### src/rtl/mem_seq_pkg.sv
// Shared definitions for the memory access sequencer: size encodings,
// FSM states and the size-to-byte-count mapping.
package mem_seq_pkg;

    localparam logic [1:0] SZ_BYTE  = 2'b00;
    localparam logic [1:0] SZ_HALF  = 2'b01;
    localparam logic [1:0] SZ_WORD  = 2'b10;
    localparam logic [1:0] SZ_DWORD = 2'b11;

    typedef enum logic [1:0] {
        ST_IDLE,
        ST_RUN,
        ST_WAIT,
        ST_RESP
    } state_e;

    function automatic logic [3:0] size_to_bytes(input logic [1:0] size);
        logic [3:0] n;
        case (size)
            SZ_BYTE:  n = 4'd1;
            SZ_HALF:  n = 4'd2;
            SZ_WORD:  n = 4'd4;
            SZ_DWORD: n = 4'd8;
            default:  n = 4'd1;
        endcase
        return n;
    endfunction

endpackage

### src/rtl/mem_seq_assembler.sv
// Load-data accumulator: bytes arrive most significant first and are shifted
// in from the right; the result is sign- or zero-extended from the top byte.
module mem_seq_assembler
    import mem_seq_pkg::*;
(
    input  logic        clk,
    input  logic        rst_n,
    input  logic        clr,
    input  logic        shift_en,
    input  logic [7:0]  byte_in,
    input  logic [3:0]  n,
    input  logic        signed_en,
    output logic [63:0] result
);

    logic [63:0] acc_q;
    logic [63:0] acc_d;
    logic        sign_bit;
    logic [63:0] fill_mask;

    always_comb begin
        acc_d = acc_q;
        if (clr) begin
            acc_d = '0;
        end else if (shift_en) begin
            acc_d = {acc_q[55:0], byte_in};
        end
    end

    always_ff @(posedge clk or negedge rst_n) begin
        if (!rst_n) begin
            acc_q <= '0;
        end else begin
            acc_q <= acc_d;
        end
    end

    // Bits above 8N are already zero because the accumulator is cleared per request.
    always_comb begin
        sign_bit  = 1'b0;
        fill_mask = '0;
        case (n)
            4'd1: begin
                sign_bit  = acc_q[7];
                fill_mask = 64'hFFFF_FFFF_FFFF_FF00;
            end
            4'd2: begin
                sign_bit  = acc_q[15];
                fill_mask = 64'hFFFF_FFFF_FFFF_0000;
            end
            4'd4: begin
                sign_bit  = acc_q[31];
                fill_mask = 64'hFFFF_FFFF_0000_0000;
            end
            default: begin
                sign_bit  = 1'b0;
                fill_mask = '0;
            end
        endcase
        result = (signed_en && sign_bit) ? (acc_q | fill_mask) : acc_q;
    end

endmodule

### src/rtl/mem_access_sequencer.sv
// Splits one load/store request into consecutive byte accesses on the data RAM
// and returns a single-cycle response, assembling load bytes big-endian.
module mem_access_sequencer
    import mem_seq_pkg::*;
#(
    parameter int ADDR_W = 32,
    parameter int MEM_AW = 8
) (
    input  logic              clk,
    input  logic              rst_n,
    input  logic              req_valid,
    output logic              req_ready,
    input  logic              req_write,
    input  logic [1:0]        req_size,
    input  logic              req_signed,
    input  logic [ADDR_W-1:0] req_addr,
    input  logic [63:0]       req_wdata,
    output logic              rsp_valid,
    output logic              rsp_err,
    output logic [63:0]       rsp_rdata,
    output logic              mem_en,
    output logic              mem_we,
    output logic [MEM_AW-1:0] mem_addr,
    output logic [7:0]        mem_wdata,
    input  logic [7:0]        mem_rdata
);

    state_e            state_q, state_d;
    logic [2:0]        cnt_q, cnt_d;
    logic [3:0]        n_q, n_d;
    logic              write_q, write_d;
    logic              signed_q, signed_d;
    logic [63:0]       wdata_q, wdata_d;
    logic              err_q, err_d;
    logic              ready_q, ready_d;
    logic              rsp_valid_q, rsp_valid_d;
    logic              mem_en_q, mem_en_d;
    logic              mem_we_q, mem_we_d;
    logic [MEM_AW-1:0] mem_addr_q, mem_addr_d;
    logic [7:0]        mem_wdata_q, mem_wdata_d;
    logic              rd_pend_q, rd_pend_d;

    logic [3:0]        req_n;
    logic [MEM_AW:0]   req_end;
    logic              req_err;
    logic [2:0]        last_idx;
    logic              asm_clr;
    logic [63:0]       asm_result;

    function automatic logic [7:0] byte_sel(input logic [63:0] d, input logic [2:0] idx);
        return d[{idx, 3'b000} +: 8];
    endfunction

    assign req_n    = size_to_bytes(req_size);
    // End address computed one bit wider so a carry out flags a run past the top of RAM.
    assign req_end  = {1'b0, req_addr[MEM_AW-1:0]} + (MEM_AW+1)'(req_n) - (MEM_AW+1)'(1);
    assign req_err  = (|req_addr[ADDR_W-1:MEM_AW]) | req_end[MEM_AW];
    assign last_idx = 3'(n_q - 4'd1);

    always_comb begin
        state_d     = state_q;
        cnt_d       = cnt_q;
        n_d         = n_q;
        write_d     = write_q;
        signed_d    = signed_q;
        wdata_d     = wdata_q;
        err_d       = err_q;
        mem_addr_d  = mem_addr_q;
        mem_en_d    = 1'b0;
        mem_we_d    = 1'b0;
        mem_wdata_d = 8'h00;
        rsp_valid_d = 1'b0;
        asm_clr     = 1'b0;
        rd_pend_d   = mem_en_q & ~mem_we_q;

        case (state_q)
            ST_IDLE: begin
                if (req_valid && ready_q) begin
                    n_d      = req_n;
                    write_d  = req_write;
                    signed_d = req_signed;
                    wdata_d  = req_wdata;
                    err_d    = req_err;
                    cnt_d    = 3'd0;
                    asm_clr  = 1'b1;
                    if (req_err) begin
                        state_d     = ST_RESP;
                        rsp_valid_d = 1'b1;
                    end else begin
                        state_d     = ST_RUN;
                        mem_en_d    = 1'b1;
                        mem_we_d    = req_write;
                        mem_addr_d  = req_addr[MEM_AW-1:0];
                        mem_wdata_d = req_write ? byte_sel(req_wdata, 3'(req_n - 4'd1)) : 8'h00;
                    end
                end
            end
            ST_RUN: begin
                if (cnt_q == last_idx) begin
                    if (write_q) begin
                        state_d     = ST_RESP;
                        rsp_valid_d = 1'b1;
                    end else begin
                        state_d = ST_WAIT;
                    end
                end else begin
                    cnt_d       = cnt_q + 3'd1;
                    mem_en_d    = 1'b1;
                    mem_we_d    = write_q;
                    mem_addr_d  = mem_addr_q + MEM_AW'(1);
                    mem_wdata_d = write_q ? byte_sel(wdata_q, last_idx - cnt_d) : 8'h00;
                end
            end
            ST_WAIT: begin
                state_d     = ST_RESP;
                rsp_valid_d = 1'b1;
            end
            ST_RESP: begin
                state_d = ST_IDLE;
            end
            default: begin
                state_d = ST_IDLE;
            end
        endcase

        ready_d = (state_d == ST_IDLE);
    end

    always_ff @(posedge clk or negedge rst_n) begin
        if (!rst_n) begin
            state_q     <= ST_IDLE;
            cnt_q       <= '0;
            n_q         <= '0;
            write_q     <= 1'b0;
            signed_q    <= 1'b0;
            wdata_q     <= '0;
            err_q       <= 1'b0;
            ready_q     <= 1'b0;
            rsp_valid_q <= 1'b0;
            mem_en_q    <= 1'b0;
            mem_we_q    <= 1'b0;
            mem_addr_q  <= '0;
            mem_wdata_q <= '0;
            rd_pend_q   <= 1'b0;
        end else begin
            state_q     <= state_d;
            cnt_q       <= cnt_d;
            n_q         <= n_d;
            write_q     <= write_d;
            signed_q    <= signed_d;
            wdata_q     <= wdata_d;
            err_q       <= err_d;
            ready_q     <= ready_d;
            rsp_valid_q <= rsp_valid_d;
            mem_en_q    <= mem_en_d;
            mem_we_q    <= mem_we_d;
            mem_addr_q  <= mem_addr_d;
            mem_wdata_q <= mem_wdata_d;
            rd_pend_q   <= rd_pend_d;
        end
    end

    // Each read byte arrives one cycle after its strobe, so the shift trails mem_en by one.
    mem_seq_assembler u_asm (
        .clk       (clk),
        .rst_n     (rst_n),
        .clr       (asm_clr),
        .shift_en  (rd_pend_q),
        .byte_in   (mem_rdata),
        .n         (n_q),
        .signed_en (signed_q),
        .result    (asm_result)
    );

    assign req_ready = ready_q;
    assign rsp_valid = rsp_valid_q;
    assign rsp_err   = rsp_valid_q & err_q;
    assign rsp_rdata = (rsp_valid_q && !err_q && !write_q) ? asm_result : 64'h0;
    assign mem_en    = mem_en_q;
    assign mem_we    = mem_we_q;
    assign mem_addr  = mem_addr_q;
    assign mem_wdata = mem_wdata_q;

endmodule
### config.mk
export PLATFORM = sky130hd
export DESIGN_NAME = mem_access_sequencer
export DESIGN_NICKNAME = d
export VERILOG_FILES = /design/src/rtl/mem_seq_pkg.sv /design/src/rtl/mem_seq_assembler.sv /design/src/rtl/mem_access_sequencer.sv
export SDC_FILE = /design/constraint.sdc
export NUM_CORES = 1
export LEC_CHECK = 0
export CAP_MARGIN = 20
export CORE_ASPECT_RATIO = 1.75
export CORE_MARGIN = 3
export CORE_UTILIZATION = 46
export CTS_BUF_LIST = sky130_fd_sc_hd__clkbuf_4 sky130_fd_sc_hd__clkbuf_8 sky130_fd_sc_hd__clkbuf_16
export DETAILED_ROUTE_END_ITERATION = 10
export GPL_ROUTABILITY_DRIVEN = 0
export PLACE_DENSITY = 0.83
export SYNTH_ARGS = -nofsm -noshare
export SYNTH_HDL_FRONTEND = slang
export SYNTH_HIERARCHICAL = 1
export SYNTH_SLANG_ARGS = --single-unit
### constraint.sdc
create_clock -name clk -period 2.6 [get_ports clk]
set_input_delay 0.39 -clock clk [delete_from_list [all_inputs] [get_ports clk]]
set_output_delay 0.39 -clock clk [all_outputs]
set_load 0.02 [all_outputs]
==> metrics.md <==
| Metric | Value |
|---|---|
| Outcome | finished clean |
| Worst hold slack | about 0.37 ns |
| Top FF cell, synth | dfrtp_1 |
| DR DRC count | 0 |
| Routed WL | 22000 µm |
| Number of I/O port buffers | between 150 and 200 |
| Antenna viol nets, final | 0 |
| Crit path buf inv count | 3 |
| Vias in the first global route | 7020 |
| Root Buffer | clkbuf_16 |
| Final core utilization | 0.626 |
| Yosys top cell area share | 0.470 |
| Total clock sinks | ~160 |
| Io pins | between 150 and 200 |
| Clock power share | 0.197 |
| Placed Area | about 11000 µm² |
| Total number of vias | 6903 |
| Top cells by count, synth | 218 x nand2_1, 161 x dfrtp_1, 75 x nor2_1, 65 x and2_1, 65 x mux2i_1 |
| Die Width | between 100 and 150 µm |
| Std cell rows | 65 |
| Combinational power share | 0.460 |
| Overflow after GRT | 0 |
| Layout Nets | approximately 1200 |
| Fin. max-slew vios | 0 |
| Dominant cells by area after synthesis | dfrtp_1 47%, nand2_1 9.5%, mux2i_1 7.6% |
| Share of the clock period used by the worst path | 0.969 |
| Seq cells post-synth | ~160 |
| Fin Clk Skew | 0.00977 ns |
| Drt first pass iters | 5 |
| Vias per Instance | ~5.3 |
| Worst slew pin tran | about 0.60 ns |
| Global-route usage over all layers | 0.220 |
| Placed Instances | approximately 1300 |
| CTS Buffer Depth | 2 |
| Yosys top cell by area | dfrtp_1 |
| Largest net degree at the start of global routing | 100 |
| Crit-path cells | buf_4 > and3b_2 > o211ai_4 > buf_12 > nand3b_1 > and2_1 > clkdlybuf4s15_1 |
| Post-DR wirelength/cell | between 15 and 20 µm |
| Layout cell share with drive strength beyond 1 | 0.126 |
| Post-synth EDFFs | 0 |
| Multi-input logic area | 4140 µm² |
| TritonCTS Buffers | 17 |
| Clk slew on worst S/H paths | 0.07 ns |
| Worst setup EP type | output pin |
| Required @ worst endpoint | between 2 and 2.5 ns |
| CTS tree | done |
| CORE AREA | approximately 18000 µm² |
| Storage element area | 4030 µm² |
| Syn avg cell area | 9.81 µm² |
| Final TNS setup | 0 ns |
| RSZ-0062 raised after global routing | true |
| Slew HR | 0.597 |
| Sequential fraction of the synthesis area | 0.470 |
| Initial Utilization | 0.473 |
| Setup crit start kind | flip-flop |
| Synth Net Count | 1000 |
| Initial DRC Count | between 300 and 400 |
| Max rail drop VDD | 744 µV |
| Slowest CP cell | dfrtp_1 |
| Area of the mapped netlist | 8580 µm² |
| Crit-path max FO | 32 |
| Worst-Skew Late Latency | between 0.4 and 0.5 ns |
| FFs w/ async S/R, synth | 1.00 |
| Instance count of the mapped netlist | between 800 and 900 |
| Pleak | 5.67 nW |
| P_int | between 8 and 9 mW |
| Setup violations, final | 0 |
| Initial antenna violation count | 1 |
| Worst path max stage delay | between 0.3 and 0.4 ns |
| Final non-filler cell total | ~1300 |
| Maxcap violations | 0 |
| # fillers | 1509 |
| Die H | between 150 and 200 µm |
| Area grow syn2layout | 32.4% |
| H-tree depth | 4 |
| Most common cell in the netlist | nand2_1 |
| Net Sw Power | just under 5 mW |
| Crit path DAT | approximately 2.1 ns |
| Unique masters post-synth | between 50 and 60 |
| Fin crit period | 2.52 ns |
| Pwr dens | roughly 1100 nW/µm² |
| Synth warn | 6 |
| WS Path Type | reg -> out |
| First-pass GRT wire length | approximately 36000 µm |
| Fin area | roughly 11000 µm² |
| Full die area | 20400 µm² |
| Post-DP HPWL | about 16000 µm |
| Top delay family on crit path | buffers and inverters |
| Fin. Hold Viols | 0 |
| Fmax | around 400 MHz |
| Sequential power share | 0.343 |
| Switching share of power | 0.372 |
| Worst hold path type | in -> reg |
worst paths after layout:
kind                                    start                           to  cells past startpoint  slack, ns
max in group asynchronous               rst_n          rd_pend_q$_DFF_PN0_                      3       1.53
hold / removal                    req_size[0]           n_q[3]$_DFFE_PN0P_                      3       0.37
setup reg to reg           n_q[0]$_DFFE_PN0P_       mem_wdata[1]$_DFF_PN0_                      8       0.18
hold reg to reg              mem_we$_DFF_PN0_          rd_pend_q$_DFF_PN0_                      1       0.47
min in group asynchronous               rst_n  u_asm/acc_q[33]$_DFFE_PN0P_                      3       0.52
setup / recovery           n_q[0]$_DFFE_PN0P_                rsp_rdata[57]                      7       0.08
worst min-delay path, delay by kind of cell:
kind                   cells  cell delay [ns]
AND/OR/NAND/NOR            1             0.10
AO/OA/AOI/OAI              1             0.08
buffers and inverters      1             0.16
sequential cells by signal, indices dropped and copies added, names as in the netlist:
register	count
wdata_q	64
write_q	1
mem_en	1
req_ready	1
u_asm/acc_q	64
rsp_valid	1
signed_q	1
mem_we	1
mem_wdata	8
rd_pend_q	1
err_q	1
mem_addr	8
state_q	2
cnt_q	3
n_q	4
cell type report:
cell class                      instances  share of cell area
Clock buffer                           17              0.0374
Inverter                               28             0.00947
Timing Repair Buffer                  224               0.192
Multi-Input combinational cell        624               0.365
Clock inverter                         14              0.0150
Sequential cell                       161               0.355
Antenna cell                            1            0.000220
Tap cell                              234              0.0258
repair_timing:
| item | CTS | global route |
|---|---|---|
| hold buffers | 1 | 0 |
| resized for setup | 57 | 57 |
| pin swaps | 0 | 2 |
| endpoints found under the hold margin | 62 | 0 |
| buffers inserted | 0 | 1 |
| endpoints found under the setup margin | 56 | 74 |
| cloned | 0 | 1 |
power groups by stage:
stage	combinational [mW]	sequential [mW]	clock, mW
after floorplan	4.29	4.25	0
after global placement	5.73	4.40	0
after detailed placement	5.88	4.45	0
after CTS	5.94	4.43	2.58
after global routing	6.52	4.57	2.69
final	5.96	4.44	2.55
through the flow:
step	setup slack [ns]	total power, mW
after detailed placement	-0.369	10.3
final	0.0804	12.9
after CTS	0.0146	13.0
after global routing	-0.0428	13.8
after global placement	-0.319	10.1
after floorplan	0.0231	8.55
layer usage:
| metal | vias up | part of all wire | track usage |
|---|---|---|---|
| li1 | 3257 | - | - |
| met1 | 3379 | 0.37 | 0.257 |
| met2 | 223 | 0.56 | 0.398 |
| met3 | 44 | 0.039 | 0.0312 |
| met4 | 0 | 0.029 | 0.0845 |
| met5 | - | 0 | 0 |
cell families after synthesis:
logic type,share of synthesized area
AO/OA/AOI/OAI,0.0423
XOR/XNOR,0.00773
adder cells (fa/ha/maj),0.0213
buffers and inverters,0.0512
flip-flops,0.470
multiplexers,0.151
AND/OR/NAND/NOR,0.257
cells in the final DEF, fill, tap and decap left out, types with 17 or more instances in the layout:
cell,netlist,layout
and2_1,65,65
clkbuf_16,0,18
clkbuf_2,0,20
clkdlybuf4s50_1,0,136
dfrtp_1,161,160
dlygate4sd2_1,0,24
inv_1,26,26
mux2i_1,65,65
mux4_2,24,24
nand2_1,218,218
nand3b_1,46,46
nor2_1,75,75
o21ai_0,17,17
No activity file was read; power rests on OpenSTA's default activity.
